--- config.mk ---
export PLATFORM = sky130hd
export DESIGN_NAME = serial_comma_aligner
export DESIGN_NICKNAME = d
export VERILOG_FILES = /design/src/rtl/serial_comma_aligner.sv
export SDC_FILE = /design/constraint.sdc
export NUM_CORES = 1
export LEC_CHECK = 0
export CORE_UTILIZATION = 25
export DETAILED_ROUTE_END_ITERATION = 16
export SLEW_MARGIN = 15
export SYNTH_ARGS = -nofsm -noshare
export SYNTH_HDL_FRONTEND = slang
export SYNTH_SLANG_ARGS = --single-unit
--- constraint.sdc ---
create_clock -name fastClk -period 2.4 [get_ports fastClk]
set_clock_uncertainty 0.1 [all_clocks]
set_input_delay 0.36 -clock fastClk [delete_from_list [all_inputs] [get_ports fastClk]]
set_output_delay 0.36 -clock fastClk [all_outputs]
set_load 0.005 [all_outputs]
--- src/rtl/serial_comma_aligner.sv ---
// Receive-side K28.5 comma aligner: shifts in one line bit per fastClk edge,
// locks the 10-bit word boundary to comma position and emits aligned words.
module serial_comma_aligner #(
  parameter logic [9:0] COMMA_P      = 10'b0011111010,
  parameter logic [9:0] COMMA_N      = 10'b1100000101,
  parameter int         LOCK_COUNT   = 4,
  parameter int         UNLOCK_COUNT = 3,
  parameter int         VERIFY_WORDS = 16
) (
  input  logic       fastClk,
  input  logic       reset,
  input  logic       enable,
  input  logic       rx_bit,
  output logic [9:0] data_out,
  output logic       data_valid,
  output logic       locked,
  output logic       comma_det,
  output logic [7:0] realign_count
);

  localparam logic [1:0] ST_HUNT   = 2'd0;
  localparam logic [1:0] ST_VERIFY = 2'd1;
  localparam logic [1:0] ST_LOCKED = 2'd2;

  localparam logic [3:0] LOCK_N   = 4'(LOCK_COUNT);
  localparam logic [3:0] UNLOCK_N = 4'(UNLOCK_COUNT);
  localparam logic [7:0] VERIFY_N = 8'(VERIFY_WORDS);

  logic [9:0] sr_q, sr_d, data_q, data_d;
  logic [3:0] cnt_q, cnt_d, good_q, good_d, bad_q, bad_d;
  logic [7:0] wcnt_q, wcnt_d, realign_q, realign_d;
  logic [1:0] state_q, state_d;
  logic       valid_q, locked_q, comma_q;
  logic       match_s, boundary_s, acquire_s, emit_s;

  assign data_out      = data_q;
  assign data_valid    = valid_q;
  assign locked        = locked_q;
  assign comma_det     = comma_q;
  assign realign_count = realign_q;

  // Next-state: comma search, boundary tracking and lock FSM
  always_comb begin
    sr_d       = {sr_q[8:0], rx_bit};
    match_s    = (sr_d == COMMA_P) || (sr_d == COMMA_N);
    boundary_s = (cnt_q == 4'd9);
    cnt_d      = boundary_s ? 4'd0 : cnt_q + 4'd1;
    state_d    = state_q;
    good_d     = good_q;
    bad_d      = bad_q;
    wcnt_d     = wcnt_q;
    realign_d  = realign_q;
    acquire_s  = 1'b0;
    emit_s     = 1'b0;

    case (state_q)
      ST_HUNT: begin
        if (match_s) begin
          acquire_s = 1'b1;
          if (LOCK_N == 4'd1) begin
            state_d = ST_LOCKED;
            emit_s  = 1'b1;
          end else begin
            state_d = ST_VERIFY;
          end
        end else begin
          state_d = ST_HUNT;
        end
      end
      ST_VERIFY: begin
        if (match_s && boundary_s) begin
          good_d = good_q + 4'd1;
          if (good_q + 4'd1 == LOCK_N) begin
            state_d = ST_LOCKED;
            emit_s  = 1'b1;
          end else begin
            state_d = ST_VERIFY;
          end
        end else if (match_s) begin
          acquire_s = 1'b1;
        end else if (boundary_s) begin
          wcnt_d = wcnt_q + 8'd1;
          if (wcnt_q + 8'd1 == VERIFY_N) begin
            state_d = ST_HUNT;
          end else begin
            state_d = ST_VERIFY;
          end
        end else begin
          state_d = ST_VERIFY;
        end
      end
      ST_LOCKED: begin
        if (match_s && boundary_s) begin
          bad_d  = 4'd0;
          emit_s = 1'b1;
        end else if (match_s) begin
          // The word that knocks us out of lock is deliberately not emitted
          bad_d = bad_q + 4'd1;
          if (bad_q + 4'd1 == UNLOCK_N) begin
            acquire_s = 1'b1;
            state_d   = ST_VERIFY;
          end else begin
            state_d = ST_LOCKED;
          end
        end else if (boundary_s) begin
          emit_s = 1'b1;
        end else begin
          state_d = ST_LOCKED;
        end
      end
      default: begin
        state_d = ST_HUNT;
      end
    endcase

    if (acquire_s) begin
      cnt_d     = 4'd0;
      good_d    = 4'd1;
      bad_d     = 4'd0;
      wcnt_d    = 8'd0;
      realign_d = (realign_q == 8'hFF) ? realign_q : realign_q + 8'd1;
    end else begin
      realign_d = realign_q;
    end

    data_d = emit_s ? sr_d : data_q;
  end

  // State registers; a low enable freezes everything but forces data_valid low
  always_ff @(posedge fastClk or posedge reset) begin
    if (reset) begin
      sr_q      <= 10'd0;
      cnt_q     <= 4'd0;
      state_q   <= ST_HUNT;
      good_q    <= 4'd0;
      bad_q     <= 4'd0;
      wcnt_q    <= 8'd0;
      realign_q <= 8'd0;
      data_q    <= 10'd0;
      valid_q   <= 1'b0;
      locked_q  <= 1'b0;
      comma_q   <= 1'b0;
    end else if (enable) begin
      sr_q      <= sr_d;
      cnt_q     <= cnt_d;
      state_q   <= state_d;
      good_q    <= good_d;
      bad_q     <= bad_d;
      wcnt_q    <= wcnt_d;
      realign_q <= realign_d;
      data_q    <= data_d;
      valid_q   <= emit_s;
      locked_q  <= (state_d == ST_LOCKED);
      comma_q   <= match_s;
    end else begin
      valid_q <= 1'b0;
    end
  end

endmodule

# Yosys cells after proc, flatten, opt, wreduce, memory -nomap -nowiden

Cells that the tools add are included.

Add/sub/neg operators: 5
$mul: 0
Div/mod/pow operators: 0
$lt $le $gt $ge: 0
Equal/unequal tests: 12
Shift operators: 0
Muxes and demuxes: 38
Bitwise logic cells: 1
Reductions and logical operators: 13

Operators with widths:

| operator                                               | number |
|---|---|
| 2-to-1 mux 8 bit                                       | 5 |
| 2-to-1 mux 4 bit                                       | 9 |
| adder 8 x 1 -> 8 bit (second input constant)           | 2 |
| 2-to-1 mux 2 bit                                       | 8 |
| 2-to-1 mux 1 bit                                       | 13 |
| adder 4 x 1 -> 4 bit (second input constant)           | 3 |
| == test 10 bit (second input constant)                 | 1 |
| == test 10 x 8 -> 1 bit (second input constant)        | 1 |
| AND reduction 3 bit                                    | 3 |
| == test 8 x 5 -> 1 bit (second input constant)         | 1 |
| == test 8 bit (second input constant)                  | 1 |
| nonzero test 2 bit                                     | 4 |
| case mux 2 bit (3 select lines)                        | 1 |
| AND reduction 5 bit                                    | 1 |
| == test 2 bit (second input constant)                  | 2 |
| == test 4 x 2 -> 1 bit (second input constant)         | 1 |
| == test 4 x 3 -> 1 bit (second input constant)         | 1 |
| == test 4 bit (second input constant)                  | 1 |
| case mux 1 bit (3 select lines)                        | 1 |
| nonzero test 3 bit                                     | 1 |
| == test 2 x 1 -> 1 bit (second input constant)         | 1 |
| logical NOT 2 bit                                      | 1 |
| inequality test 2 x 1 -> 1 bit (second input constant) | 1 |
| inequality test 2 bit (second input constant)          | 1 |
| 5 further kinds                                        | 5 |

Register bits: 52
Bits in latches: 0
Memory bits (writable): 0
ROM bits: 0
Input port bits: 4
Output and inout port bits: 21
Logic and storage cells: 80
Memories kept: 0

# Logic depth before layout (Yosys ltp)

Gate-level depths: netlist (run 1).

Depth after elaboration: 8
Depth in mapped cells: 8
Depth with buffers taken out: 8

# Worst setup path after synthesis (run 1)

OpenSTA, ideal clock, no wires.

Kind: register -> register
From: register state_q[0]
To: register realign_q[1], in the netlist realign_count[1]
Data arrival time: 2.332 ns
Slack: -0.160 ns
Stages on the path, launching flop included: 8
Path buffers: 1
Period minus slack after synthesis: 2.560 ns
Path through: dfrtp_1 -> inv_1 -> clkbuf_1 -> ha_1 -> and3_1 -> a31oi_4 -> a2111oi_4 -> mux2_1

Cells in the longest elaborated chain, start to end: 3

Ends and longest elaborated chain:

| what                                     | RTL line | RTL |
|---|---|---|
| start: declaration                       | 32       | `logic [1:0] state_q, state_d;` |
| start signal: assignment                 | 146      | `state_q <= state_d;` |
| == test 2 bit (tied with other cells)    | 56       | `case (state_q)` |
| case mux 1 bit (3 select lines) (*)      | 56       |  |
| AND reduction 3 bit (no source line) (*) | --       |  |
| end signal: assignment                   | 150      | `realign_q <= realign_d;` |
| end: declaration                         | 31       | `logic [7:0] wcnt_q, wcnt_d, realign_q, realign_d;` |

Every way passes the cells marked *; elsewhere a longest branch is shown, timed or not.
A chain may end at the register's enable or synchronous reset.

# Worst setup path in the final report (run 1)

From: register state_q[1]
To: register locked_q, in the netlist locked

Cells in the longest elaborated chain, start to end: 5

Ends and longest elaborated chain:

| what                                | RTL line | RTL |
|---|---|---|
| 2-to-1 mux 2 bit                    | 105      | `end else if (boundary_s) begin` |
| 2-to-1 mux 2 bit                    | 96       | `end else if (match_s) begin` |
| 2-to-1 mux 2 bit                    | 93       | `if (match_s && boundary_s) begin` |
| case mux 2 bit (3 select lines) (*) | 56       |  |
| == test 2 bit (*)                   | 153      | `locked_q <= (state_d == ST_LOCKED);` |
| end signal: assignment              | 153      |  |
| end: declaration                    | 33       | `logic valid_q, locked_q, comma_q;` |

Marked as above.

==> flow_summary_export.csv, run 1 <==
group,metric,value,unit
status,status,"complete, no violations",
logic_synthesis,synth_top_area_cell,"dfrtp_1",
pwr,p_leak,1.70,nW
layout,antenna_cells,0,
critical_path,cp.required,2.48,ns
cts,cts_max_level,2,
place,io_buffers,24,
logic_synthesis,ys_warn_count,0,
floorplan,floorplan.io_pins,25,
logic_synthesis,ys_seq_area_share,44.7,%
floorplan,die_y,110,um
critical_path,end_kind,"flip-flop",
critical_path,reg2reg_slack,0.01,ns
timing,finalCriticalPeriod,2.39,ns
timing,tns,0,ns
cts,cts_root_buf,"clkbuf_16",
timing,fin_crit_sh,99.6,%
pwr,finalPower,2.90,mW
timing,relSlewSlack,69.4,%
timing,hold_ws,0.282,ns
logic_synthesis,synth_nets,286,
route,wl,6960,um
route,drt-vias-per-instance,5.04,
route,ant_nets,0,
logic_synthesis,syn-cell-area,2910,sq um
pwr,powerDensity,723,nW/um^2
cts,numCtsBuffers,5,
timing,rsz0062_at_grt,"yes",
logic_synthesis,ys_ff_latch,52,
logic_synthesis,postSynth.asyncResetShare,100,%
place,place_hpwl,5020,um
min_path,hold_class,"in -> async",
logic_synthesis,ys_types,62,
cts,clock_latency,0.29,ns
logic_synthesis,synthTopCellsByArea,"dfrtp_1 45%, mux2_2 7.7%, ha_1 5.6%",
route,num_vias,2456,
cts,path_clk_slew,0.07,ns
floorplan,rows,39,
global_route,grt_max_degree,23,
layout,nets,360,
critical_path,critPathKind,"reg -> reg",
logic_synthesis,synth_top_area_share,44.7,%
critical_path,r2r_cells,8,
global_route,grt_pass1_wl,11500,um
floorplan,dieArea,12100,sq um
layout,fin_area,4010,sq um
global_route,track_usage,12.1,%
layout,fin_cells,487,
logic_synthesis,synth_edf_count,0,
pwr,irDropWorstVdd,0.000371,V
cts,clkSinkCount,52,
cts,cts_tree,"built",
floorplan,start_util,25.6,%
route,drt_iter0_markers,84,
floorplan,fp.dieW,110,um
timing,max_freq,418,MHz
global_route,grt_pass1_vias,2385,
critical_path,cp.arrival,2.47,ns
critical_path,reg2reg_to,"locked",
critical_path,start_kind,"flip-flop",
timing,worstMarginPinSlew,0.454,ns
floorplan,coreArea,11400,sq um
place,placed_area,3650,sq um
timing,drv_slew,0,
critical_path,r2r_start,"state_q[1]",
layout,drive_gt1_share,33.4,%
route,first_pass_iters,4,
critical_path,crit_fanout,6,
cts,cts.path.max_buffers,2,
route,drc,0,
logic_synthesis,synth-main-ff-cell,"dfrtp_1",
flow_run,max_cap_violations,0,
global_route,antenna_found_initial,0,
route,wire_per_inst,14.3,um
timing,setup_violations,0,
logic_synthesis,syn_inst,269,
layout,area_growth,37.8,%
timing,hold_viol_final,0,
place,gp_congestion,0.892,
global_route,overflow,0,
logic_synthesis,syn_area_per_cell,10.8,sq um
place,place_inst,477,
## where the power goes
group | switching [mW] | total (mW) | internal [mW]
Clock | 0.327 | 0.850 | 0.523
Sequential | 0.142 | 1.15 | 1.00
Combinational | 0.501 | 0.907 | 0.407
## metal layers
metal | track usage (%) | routed length, um | part of all wire (%)
met1 | 15.9 | 3170 | 46
met2 | 20.4 | 3480 | 50
met3 | 2.02 | 217 | 3.1
met4 | 3.24 | 87 | 1.3
met5 | 0 | 0 | 0
## through the flow
step / utilization, % / setup slack [ns]
4_1_cts: 33.8 / 0.00102
3_3_place_gp: 32.1 / -0.270
2_1_floorplan: - / 0.0214
6_report: 35.3 / 0.00994
5_1_grt: 35.3 / -0.0859
3_5_place_dp: 32.1 / -0.286
## kinds of logic after synthesis
logic type	synth area share [%]
AOI/OAI and AO/OA	17.3
DFF	44.7
and+or+nand+nor	16.9
muxes	9.84
adders and majority gates	5.59
buffers and inverters	3.61
xor gates and xnor gates	2.11
## flip-flops by register name, summed over array words and instances, names as in the netlist, 2 cells and up
name / flops
cnt_q: 4
bad_q: 4
good_q: 4
data_out: 10
state_q: 2
realign_count: 8
wcnt_q: 8
sr_q: 9
## layout make-up
type / count / area [sq um]
Fill cell: 1141 / 7360
Multi-Input combinational cell: 193 / 1650
Sequential cell: 52 / 1300
Timing Repair Buffer: 75 / 644
Tap cell: 143 / 179
Clock buffer: 6 / 139
Inverter: 16 / 60.1
Clock inverter: 2 / 38.8
## critical path: stages, from the launching register on
cell and delay, ns:
dfrtp_1 0.46, inv_1 0.12, ha_1 0.29, inv_1 0.11
or4_1 0.54, a21oi_1 0.23, a311oi_2 0.09, buf_4 0.17
a22o_1 0.16
## cells in the mapped netlist (4+ instances only)
cell      count
clkbuf_1      4
ha_1         13
a21oi_1       8
nand4_1       7
and3_1        6
o32ai_1       4
or4_1         5
mux2_2       20
nor3_1        7
nor2_1        8
xnor2_1       6
o21ai_0       6
mux2i_1       5
a221oi_1      6
nand2_1      18
nand2b_1      4
inv_1        16
dfrtp_1      52
nand3_1      13
## layout by cell type, fill, tap and decap left out, types with 6 or more instances in the layout
cell type and n:
nand2_1 17, clkdlybuf4s50_1 23, ha_1 12, nand4_1 7
dfrtp_1 52, mux2_2 20, xnor2_1 6, inv_1 15
buf_4 46, nor3_1 6, nand3_1 12, nor2_1 7
## worst max path at each step
stage                     startpoint                to  slack (ns)
after floorplan           state_q[0]  realign_count[1]        0.02
after global placement        rx_bit       data_out[7]       -0.27
after detailed placement      rx_bit       data_out[0]       -0.29
after CTS                   cnt_q[1]        state_q[0]       0.001
after global routing      state_q[1]            locked       -0.09
final                     state_q[1]            locked        0.01
## repair_timing
action / CTS / global route
buffers inserted: 0 / 2
pin swaps: 0 / 9
setup endpoints to repair: 9 / 35
hold endpoints to repair: 0 / 0
resized for setup: 2 / 36
hold buffers: 0 / 0
No activity file was read; power rests on OpenSTA's default activity.
==> run 2, diff against run 1 <==
--- a/config.mk
+++ b/config.mk
@@ -5,6 +5,7 @@
 export SDC_FILE = /design/constraint.sdc
 export NUM_CORES = 1
 export LEC_CHECK = 0
+export CORE_MARGIN = 4
 export CORE_UTILIZATION = 25
 export DETAILED_ROUTE_END_ITERATION = 16
 export SLEW_MARGIN = 15
==> run 2 against run 1 <==
Via count grew 1.5%. Clock power grew 1%. Sequential share of layout area shrank 0.83 points. Global-route usage shrank 0.85 points. Highest routed layer unchanged.
==> flow_summary_export.csv, run 2 (synthesis gave the netlist of run 1 again) <==
group,metric,value,unit
cts,numCtsBuffers,5,
status,status,"complete, no violations",
pwr,irDropWorstVdd,0.000342,V
layout,antenna_cells,0,
route,drt_iter0_markers,131,
place,gp_congestion,0.855,
route,wire_per_inst,15.2,um
global_route,grt_pass1_vias,2457,
layout,fin_cells,495,
floorplan,rows,39,
cts,clock_latency,0.29,ns
cts,cts_root_buf,"clkbuf_16",
critical_path,start_kind,"flip-flop",
timing,fin_crit_sh,99.2,%
layout,area_growth,41.4,%
place,pre_cts_ws,-0.311,ns
global_route,overflow,0,
route,ant_nets,0,
cts,cts_max_level,2,
timing,hold_viol_final,0,
layout,final_cell_mix,"52 x dfrtp_1, 52 x buf_4, 23 x clkdlybuf4s50_1",
route,wl,7540,um
timing,drv_slew,0,
critical_path,crit_fanout,4,
place,io_buffers,24,
route,num_vias,2492,
floorplan,start_util,25.5,%
place,place_inst,474,
cts,cts_tree,"built",
layout,nets,368,
pwr,powerDensity,716,nW/um^2
critical_path,cp.arrival,2.50,ns
cts,clkSinkCount,52,
route,first_pass_iters,4,
global_route,grt_pass1_wl,12300,um
floorplan,fp.dieW,116,um
layout,largest_reg_flops,10,
critical_path,r2r_start,"bad_q[1]",
timing,finalCriticalPeriod,2.38,ns
critical_path,r2r_cells,9,
cts,cts.path.max_buffers,2,
cts,path_clk_slew,0.07,ns
global_route,antenna_found_initial,0,
floorplan,floorplan.io_pins,25,
floorplan,dieArea,13400,sq um
floorplan,die_y,116,um
critical_path,reg2reg_to,"bad_q[2]",
timing,rsz0062_at_grt,"yes",
pwr,p_leak,1.74,nW
route,drt-vias-per-instance,5.03,
global_route,grt_max_degree,24,
critical_path,reg2reg_slack,0.02,ns
global_route,track_usage,11.2,%
layout,fill_cells,1167,
critical_path,cp.required,2.52,ns
critical_path,end_kind,"flip-flop",
floorplan,coreArea,11400,sq um
timing,setup_violations,0,
route,drc,0,
critical_path,critPathKind,"reg -> reg",
timing,max_freq,420,MHz
flow_run,max_cap_violations,0,
timing,hold_ws,0.290,ns
timing,relSlewSlack,69.7,%
timing,setup_ws,0.0196,ns
layout,drive_gt1_share,34.9,%
pwr,finalPower,2.95,mW
min_path,hold_class,"in -> async",
layout,fin_util,36.1,%
place,place_hpwl,5250,um
timing,worstMarginPinSlew,0.454,ns
## run 2: how the worst max path moves through the flow
stage                        to  startpoint  cells after the start
4_1_cts               wcnt_q[1]    bad_q[0]                      8
6_report               bad_q[2]    bad_q[1]                      9
2_1_floorplan  realign_count[1]  state_q[0]                      7
3_3_place_gp        data_out[0]      rx_bit                      8
3_5_place_dp        data_out[5]      rx_bit                      8
5_1_grt                bad_q[2]    bad_q[0]                      9
## run 2: worst max-delay path: stages (launching register included)
cell	delay (ns)
dfrtp_1	0.42
ha_4	0.18
and2_4	0.15
a211o_4	0.35
buf_6	0.13
a31o_4	0.27
o311ai_4	0.32
buf_6	0.16
o21bai_1	0.11
o2bb2ai_1	0.12
## run 2: cell type report
type                       count  area (sq um)  share of cell area, %
sequential                    52          1300                   31.6
tap                          143           179                   4.35
multi-input combinational    194          1690                   41.1
timing repair buffer          82           709                   17.2
clock inverter                 2          38.8                  0.942
clock buffer                   6           139                   3.37
inverter                      16          60.1                   1.46
## run 2: where the power goes
| group | total (mW) | switching [mW] | leakage, nW | internal [mW] |
|---|---|---|---|---|
| Sequential | 1.15 | 0.148 | 0.667 | 1.00 |
| Clock | 0.859 | 0.336 | 0.0871 | 0.523 |
| Combinational | 0.938 | 0.511 | 0.991 | 0.427 |
## run 2: per-layer routing
metal	track usage (%)	up-vias	routed length [um]
li1	-	1185	-
met1	15.1	1250	3440
met2	18.5	48	3760
met3	2.40	9	253
met4	2.63	0	92
met5	0	-	0
## run 2: repair_timing
action	CTS	global route
cloned	0	1
endpoints found under the setup margin	10	39
pin swaps	0	15
setup buffers	0	12
hold buffers	0	0
resized for setup	3	39
hold endpoints to repair	0	0
## run 2: stage by stage
| stage | area, sq um | setup TNS (ns) |
|---|---|---|
| 2_1_floorplan | 2910 | 0 |
| 3_3_place_gp | 3630 | -6.79 |
| 3_5_place_dp | 3630 | -8.59 |
| 4_1_cts | 3820 | 0 |
| 5_1_grt | 4120 | -0.181 |
| 6_report | 4120 | 0 |
